<file path="src/rtl/bit_timer_ctrl.sv">
// bit_timer_ctrl
//   Bit-timing sequencer for a serial receiver. It drives one external
//   flex-counter period timer (clear / enable / rollover value) and reacts
//   to the timer's rollover flag. The first data bit is sampled half a bit
//   period into the frame; every later bit follows one full period after
//   the previous one. One shift strobe is emitted per data bit.
//
//   Optional build: define BIT_TIMER_STOP_CHECK_EN to add a stop-bit sample
//   (STOP state, line_in input, frame_err output).
//
//   Start handshake: start is taken only while busy = 0 and the state is
//   IDLE. busy stays high from the cycle after an accepted start until the
//   cycle in which exactly one of done / aborted pulses. A start with an
//   invalid config answers with a one-cycle cfg_err pulse and busy stays low.
//
// Ports
//   clk, n_rst        clock, synchronous active-low reset
//   start, abort      frame request / cancel
//   cfg_period        clocks per bit (>= 2), latched at start
//   cfg_bits          data bits per frame (>= 1), latched at start
//   per_flag          timer rollover flag
//   per_clear         timer clear
//   per_enable        timer count enable
//   per_rollover_val  timer rollover value
//   shift_strobe      one pulse per data bit (mid-bit)
//   busy              frame in progress
//   done              one-cycle pulse, frame completed
//   cfg_err           one-cycle pulse, start refused (bad config)
//   aborted           one-cycle pulse, frame cancelled
//   dbg_state         current FSM state encoding
//   line_in           serial line, stop-bit sample (optional build)
//   frame_err         one-cycle pulse with done, stop bit was 0 (optional build)
module bit_timer_ctrl #(
   parameter int PER_BITS = 8,
   parameter int BIT_BITS = 4
) (
   input  logic                clk,
   input  logic                n_rst,
   input  logic                start,
   input  logic                abort,
   input  logic [PER_BITS-1:0] cfg_period,
   input  logic [BIT_BITS-1:0] cfg_bits,
   input  logic                per_flag,
`ifdef BIT_TIMER_STOP_CHECK_EN
   input  logic                line_in,
   output logic                frame_err,
`endif
   output logic                per_clear,
   output logic                per_enable,
   output logic [PER_BITS-1:0] per_rollover_val,
   output logic                shift_strobe,
   output logic                busy,
   output logic                done,
   output logic                cfg_err,
   output logic                aborted,
   output logic [2:0]          dbg_state
);

`ifdef BIT_TIMER_STOP_CHECK_EN
   typedef enum logic [2:0] {IDLE, ALIGN, RUN, DONE, STOP} state_t;
   localparam state_t AFTER_LAST = STOP;
`else
   typedef enum logic [2:0] {IDLE, ALIGN, RUN, DONE} state_t;
   localparam state_t AFTER_LAST = DONE;
`endif

   state_t              state_q, state_d;
   logic [PER_BITS-1:0] period_q, period_d;
   logic [BIT_BITS-1:0] bits_q, bits_d;
   logic [BIT_BITS-1:0] bit_cnt_q, bit_cnt_d;
   logic                done_d, cfg_err_d, aborted_d;
   logic                cfg_ok;
   logic                last_bit;
`ifdef BIT_TIMER_STOP_CHECK_EN
   logic                stop_bit_q, stop_bit_d;
   logic                frame_err_d;
`endif

   assign dbg_state = state_q;
   assign cfg_ok    = (cfg_period > PER_BITS'(1)) && (cfg_bits != '0);
   // bits_q never exceeds 2^BIT_BITS-1, so the +1 cannot wrap before it matches.
   assign last_bit  = (BIT_BITS'(bit_cnt_q + 1'b1) == bits_q);

   always_ff @(posedge clk) begin
      if (!n_rst) begin
         state_q    <= IDLE;
         period_q   <= '0;
         bits_q     <= '0;
         bit_cnt_q  <= '0;
         done       <= 1'b0;
         cfg_err    <= 1'b0;
         aborted    <= 1'b0;
`ifdef BIT_TIMER_STOP_CHECK_EN
         stop_bit_q <= 1'b1;
         frame_err  <= 1'b0;
`endif
      end else begin
         state_q    <= state_d;
         period_q   <= period_d;
         bits_q     <= bits_d;
         bit_cnt_q  <= bit_cnt_d;
         done       <= done_d;
         cfg_err    <= cfg_err_d;
         aborted    <= aborted_d;
`ifdef BIT_TIMER_STOP_CHECK_EN
         stop_bit_q <= stop_bit_d;
         frame_err  <= frame_err_d;
`endif
      end
   end

   always_comb begin
      state_d          = state_q;
      period_d         = period_q;
      bits_d           = bits_q;
      bit_cnt_d        = bit_cnt_q;
      done_d           = 1'b0;
      cfg_err_d        = 1'b0;
      aborted_d        = 1'b0;
      per_clear        = 1'b0;
      per_enable       = 1'b0;
      per_rollover_val = '0;
      shift_strobe     = 1'b0;
      busy             = 1'b0;
`ifdef BIT_TIMER_STOP_CHECK_EN
      stop_bit_d       = stop_bit_q;
      frame_err_d      = 1'b0;
`endif
      case (state_q)
         IDLE: begin
            per_clear = 1'b1;
            // abort outranks start even though abort alone does nothing here
            if (start && !abort) begin
               if (cfg_ok) begin
                  period_d  = cfg_period;
                  bits_d    = cfg_bits;
                  bit_cnt_d = '0;
                  state_d   = ALIGN;
               end else begin
                  cfg_err_d = 1'b1;
               end
            end
         end
         ALIGN: begin
            busy             = 1'b1;
            per_enable       = 1'b1;
            per_rollover_val = period_q >> 1;
            // half-bit reached: sample, and restart the timer for full periods
            shift_strobe     = per_flag;
            per_clear        = per_flag;
            if (abort) begin
               state_d   = IDLE;
               aborted_d = 1'b1;
            end else if (per_flag) begin
               bit_cnt_d = bit_cnt_q + 1'b1;
               state_d   = (bits_q == BIT_BITS'(1)) ? AFTER_LAST : RUN;
            end
         end
         RUN: begin
            busy             = 1'b1;
            per_enable       = 1'b1;
            per_rollover_val = period_q;
            shift_strobe     = per_flag;
            if (abort) begin
               state_d   = IDLE;
               aborted_d = 1'b1;
            end else if (per_flag) begin
               bit_cnt_d = bit_cnt_q + 1'b1;
               if (last_bit) state_d = AFTER_LAST;
            end
         end
`ifdef BIT_TIMER_STOP_CHECK_EN
         STOP: begin
            busy             = 1'b1;
            per_enable       = 1'b1;
            per_rollover_val = period_q;
            if (abort) begin
               state_d   = IDLE;
               aborted_d = 1'b1;
            end else if (per_flag) begin
               stop_bit_d = line_in;
               state_d    = DONE;
            end
         end
`endif
         DONE: begin
            busy             = 1'b1;
            per_clear        = 1'b1;
            per_rollover_val = period_q;
            state_d          = IDLE;
            if (abort) begin
               aborted_d = 1'b1;
            end else begin
               done_d = 1'b1;
`ifdef BIT_TIMER_STOP_CHECK_EN
               frame_err_d = !stop_bit_q;
`endif
            end
         end
         default: state_d = IDLE;
      endcase
   end

endmodule

</file>
<file path="config.mk">
export PLATFORM = sky130hd
export DESIGN_NAME = bit_timer_ctrl
export DESIGN_NICKNAME = d
export VERILOG_FILES = /design/src/rtl/bit_timer_ctrl.sv
export SDC_FILE = /design/constraint.sdc
export NUM_CORES = 1
export LEC_CHECK = 0
export ABC_CLOCK_PERIOD_IN_PS = 2470
export BUFFER_PORTS_ARGS = -buffer_cell sky130_fd_sc_hd__buf_2
export CAP_MARGIN = 20
export CORE_AREA = 10 10 71 96
export CTS_CLUSTER_DIAMETER = 120
export DETAILED_ROUTE_END_ITERATION = 16
export DIE_AREA = 0 0 81 106
export MAX_ROUTING_LAYER = met4
export PLACE_DENSITY = 0.49
export SETUP_SLACK_MARGIN = 0.1
export SYNTH_ARGS = -nofsm -noshare
export SYNTH_HDL_FRONTEND = slang
export SYNTH_SLANG_ARGS = --single-unit
</file>
<file path="constraint.sdc">
create_clock -name clk -period 2.47 [get_ports clk]
set_input_delay 0.247 -clock clk [delete_from_list [all_inputs] [get_ports clk]]
set_output_delay 0.247 -clock clk [all_outputs]
set_load 0.005 [all_outputs]
</file>
==> reports/metrics.cfg <==
[run_status]
outcome = completed

[global_routing]
grt_overflow = 0
grt_max_degree = 27
antenna_found_initial = 0
grt_usage_pct = 7.80
grt_pass1_vias = 1146
grt_pass1_wl_um = 5280

[drt]
wl_um = 3180
first_pass_iters = 4
viasPerCell = 4.51
first_iter_violations = 47
ant_nets = 0
routedWlPerCell_um = 13.5
drc = 0
via_count = 1059

[floorplanning]
core.rowCount = 31
die_w_um = 81
die_area_um2 = 8590
design.core.area_um2 = 5120
start_util_pct = 23.9
num_io_pins = 35
die_h_um = 106

[sta]
skew_ns = 0.00220
fmax_ghz = 0.494
rsz0062_at_grt = false
setup_violations = 0
fin_tns_setup_ns = 0
hold_viol = 0
min_period_ns = 2.02
drv_slew = 0
period_share_pct = 81.9

[setup_path]
rr_worst_depth = 6
end_kind = output pin
rrSetupSlack_ns = 0.76
cp.arrival_ns = 1.78
cp.required_ns = 2.22
critPathMaxFanout = 8
critPathKind = reg2out
reg2reg_to = dbg_state[0]$_SDFFE_PN0P_
start_kind = flip-flop
r2r-start = bit_cnt_q[0]$_SDFFE_PN0P_

[place]
place_area_um2 = 1420
post-dp-hpwl_um = 2530
portBuffers = 33
place.gp.congestion = 0.730

[pwr]
p_per_area_nw_per_um2 = 695
ir_drop_mv = 0.175
total_power_mw = 1.02
p_leak_nw = 0.626

[yosys]
ys_ff_latch = 21
ys_warn_count = 0
synth.top_cells.by_area = dfxtp_1, mux2i_1, ha_1
syn-num-nets = 163
synthMostInstantiatedCell = dfxtp_1
synth.distinct_cells = 35
netlist.area_leader.share_pct = 34.3
synth-edff-count = 0
yosysTopAreaCell = dfxtp_1
synthesis.area_um2 = 1220
ys.flop_type = dfxtp_1
synth-seq-area-share_pct = 34.3
syn_avg_cell_area_um2 = 8.81
async_flop_share_pct = 0
synthCells = 139
ys_top_cells_by_count = dfxtp_1, mux2i_1, nor2b_1, nand2_1, nor2_1

[flow_run]
max_cap_violations = 0

[cts]
clock-sinks = 21
cts_hold_buf = 0
post_cts_resized = 0
cts_root_buf = clkbuf_8
cts-buffers-inserted = 3
cts_post_setup_buffers_inserted = 0
cts-htree-levels = 1
clk_latency_ns = 0.25
cts_tree = done
clk_path_buf_depth = 2
cts.clk_slew.worst_paths_ns = 0.08

[min_path]
min_from = cfg_period[0]
hold_class = in2reg
min_to = period_q[0]$_SDFFE_PN0P_
holdPathStages = 3

[layout]
nFillCells = 595
finalInstanceArea_um2 = 1470
fin_nets = 194
drive_above_1_share_pct = 23.7
antennaDiodeCount = 0
area_delta_synth_final_pct = 19.8

==> layout make-up <==
type / count / area (µm²) / area share [%]
clock buffer: 4 / 45.0 / 3.07
sequential: 21 / 420 / 28.6
inverter: 4 / 15.0 / 1.02
multi-input combinational: 106 / 732 / 49.9
timing repair buffer: 34 / 173 / 11.8
tap: 66 / 82.6 / 5.63
==> placed cells by master (no fill, tap or decap), types with 2 or more instances in the layout <==
cell / instances
nor2_1: 9
mux2i_1: 14
nand3_1: 3
nor2b_1: 14
inv_1: 4
clkbuf_8: 3
xor2_1: 2
nand2b_1: 3
o21ai_0: 3
xnor2_1: 4
dfxtp_1: 21
a22oi_1: 7
o22ai_1: 3
nor4_1: 2
and3_1: 4
buf_2: 33
a21oi_1: 5
nand2_1: 12
ha_1: 7
==> worst max-delay path: stages, from the launching register on <==
cell and delay (ns):
dfxtp_1 0.42, inv_1 0.11, ha_1 0.26, or2_2 0.36, a22oi_1 0.18, nor2_1 0.05
buf_2 0.13
==> routing by layer <==
| layer | routed length, µm | part of all wire, % | global-route usage (%) | vias up |
|---|---|---|---|---|
| met5 | 0 | 0 | - | - |
| met2 | 1550 | 49 | 12.8 | 31 |
| met3 | 253 | 8.0 | 2.36 | 2 |
| li1 | - | - | - | 538 |
| met4 | 30 | 0.94 | 2.61 | 0 |
| met1 | 1340 | 42 | 8.73 | 488 |
==> worst max path at each step <==
stage,from,end,slack [ns],cells after the start
after detailed placement,dbg_state[0]$_SDFFE_PN0P_,per_rollover_val[6],0.71,6
after CTS,dbg_state[0]$_SDFFE_PN0P_,per_rollover_val[6],0.42,6
final,dbg_state[0]$_SDFFE_PN0P_,per_rollover_val[6],0.45,6
after global routing,dbg_state[0]$_SDFFE_PN0P_,per_rollover_val[0],0.24,6
after floorplan,dbg_state[0]$_SDFFE_PN0P_,per_rollover_val[0],0.86,6
after global placement,dbg_state[0]$_SDFFE_PN0P_,per_rollover_val[5],0.75,6
==> registers in the layout, indices dropped and copies added (netlist names) <==
register,count
aborted,1
dbg_state,2
period_q,8
done,1
bit_cnt_q,4
cfg_err,1
bits_q,4
==> stage by stage <==
step / utilization [%] / setup slack, ns / hold slack [ns] / std cells
after floorplan: - / 0.856 / 0.400 / 139
after global placement: 27.8 / 0.749 / 0.474 / 231
after detailed placement: 27.8 / 0.713 / 0.480 / 231
after CTS: 28.7 / 0.419 / 0.250 / 235
after global routing: 28.7 / 0.244 / 0.270 / 235
final: 28.7 / 0.446 / 0.251 / 235
==> power breakdown <==
| group | switching (mW) | leakage, nW | total [mW] | internal, mW |
|---|---|---|---|---|
| clock | 0.106 | 0.0228 | 0.221 | 0.115 |
| sequential | 0.0328 | 0.171 | 0.404 | 0.371 |
| combinational | 0.225 | 0.432 | 0.394 | 0.169 |
| total | 0.364 | 0.626 | 1.02 | 0.655 |
==> cells by family (layout without fill, tap and decap cells) <==
group | Yosys count | after routing | synth area share (%)
xor gates and xnor gates | 6 | 6 | 4.29
and+or+nand+nor | 54 | 54 | 23.6
adders and majority gates | 7 | 7 | 7.15
buffers and inverters | 12 | 42 | 5.92
AOI/OAI and AO/OA | 24 | 24 | 13.0
other | 1 | 1 | 0.306
DFF | 21 | 21 | 34.3
muxes | 14 | 14 | 11.4
Power figures use the tool's default switching activity.
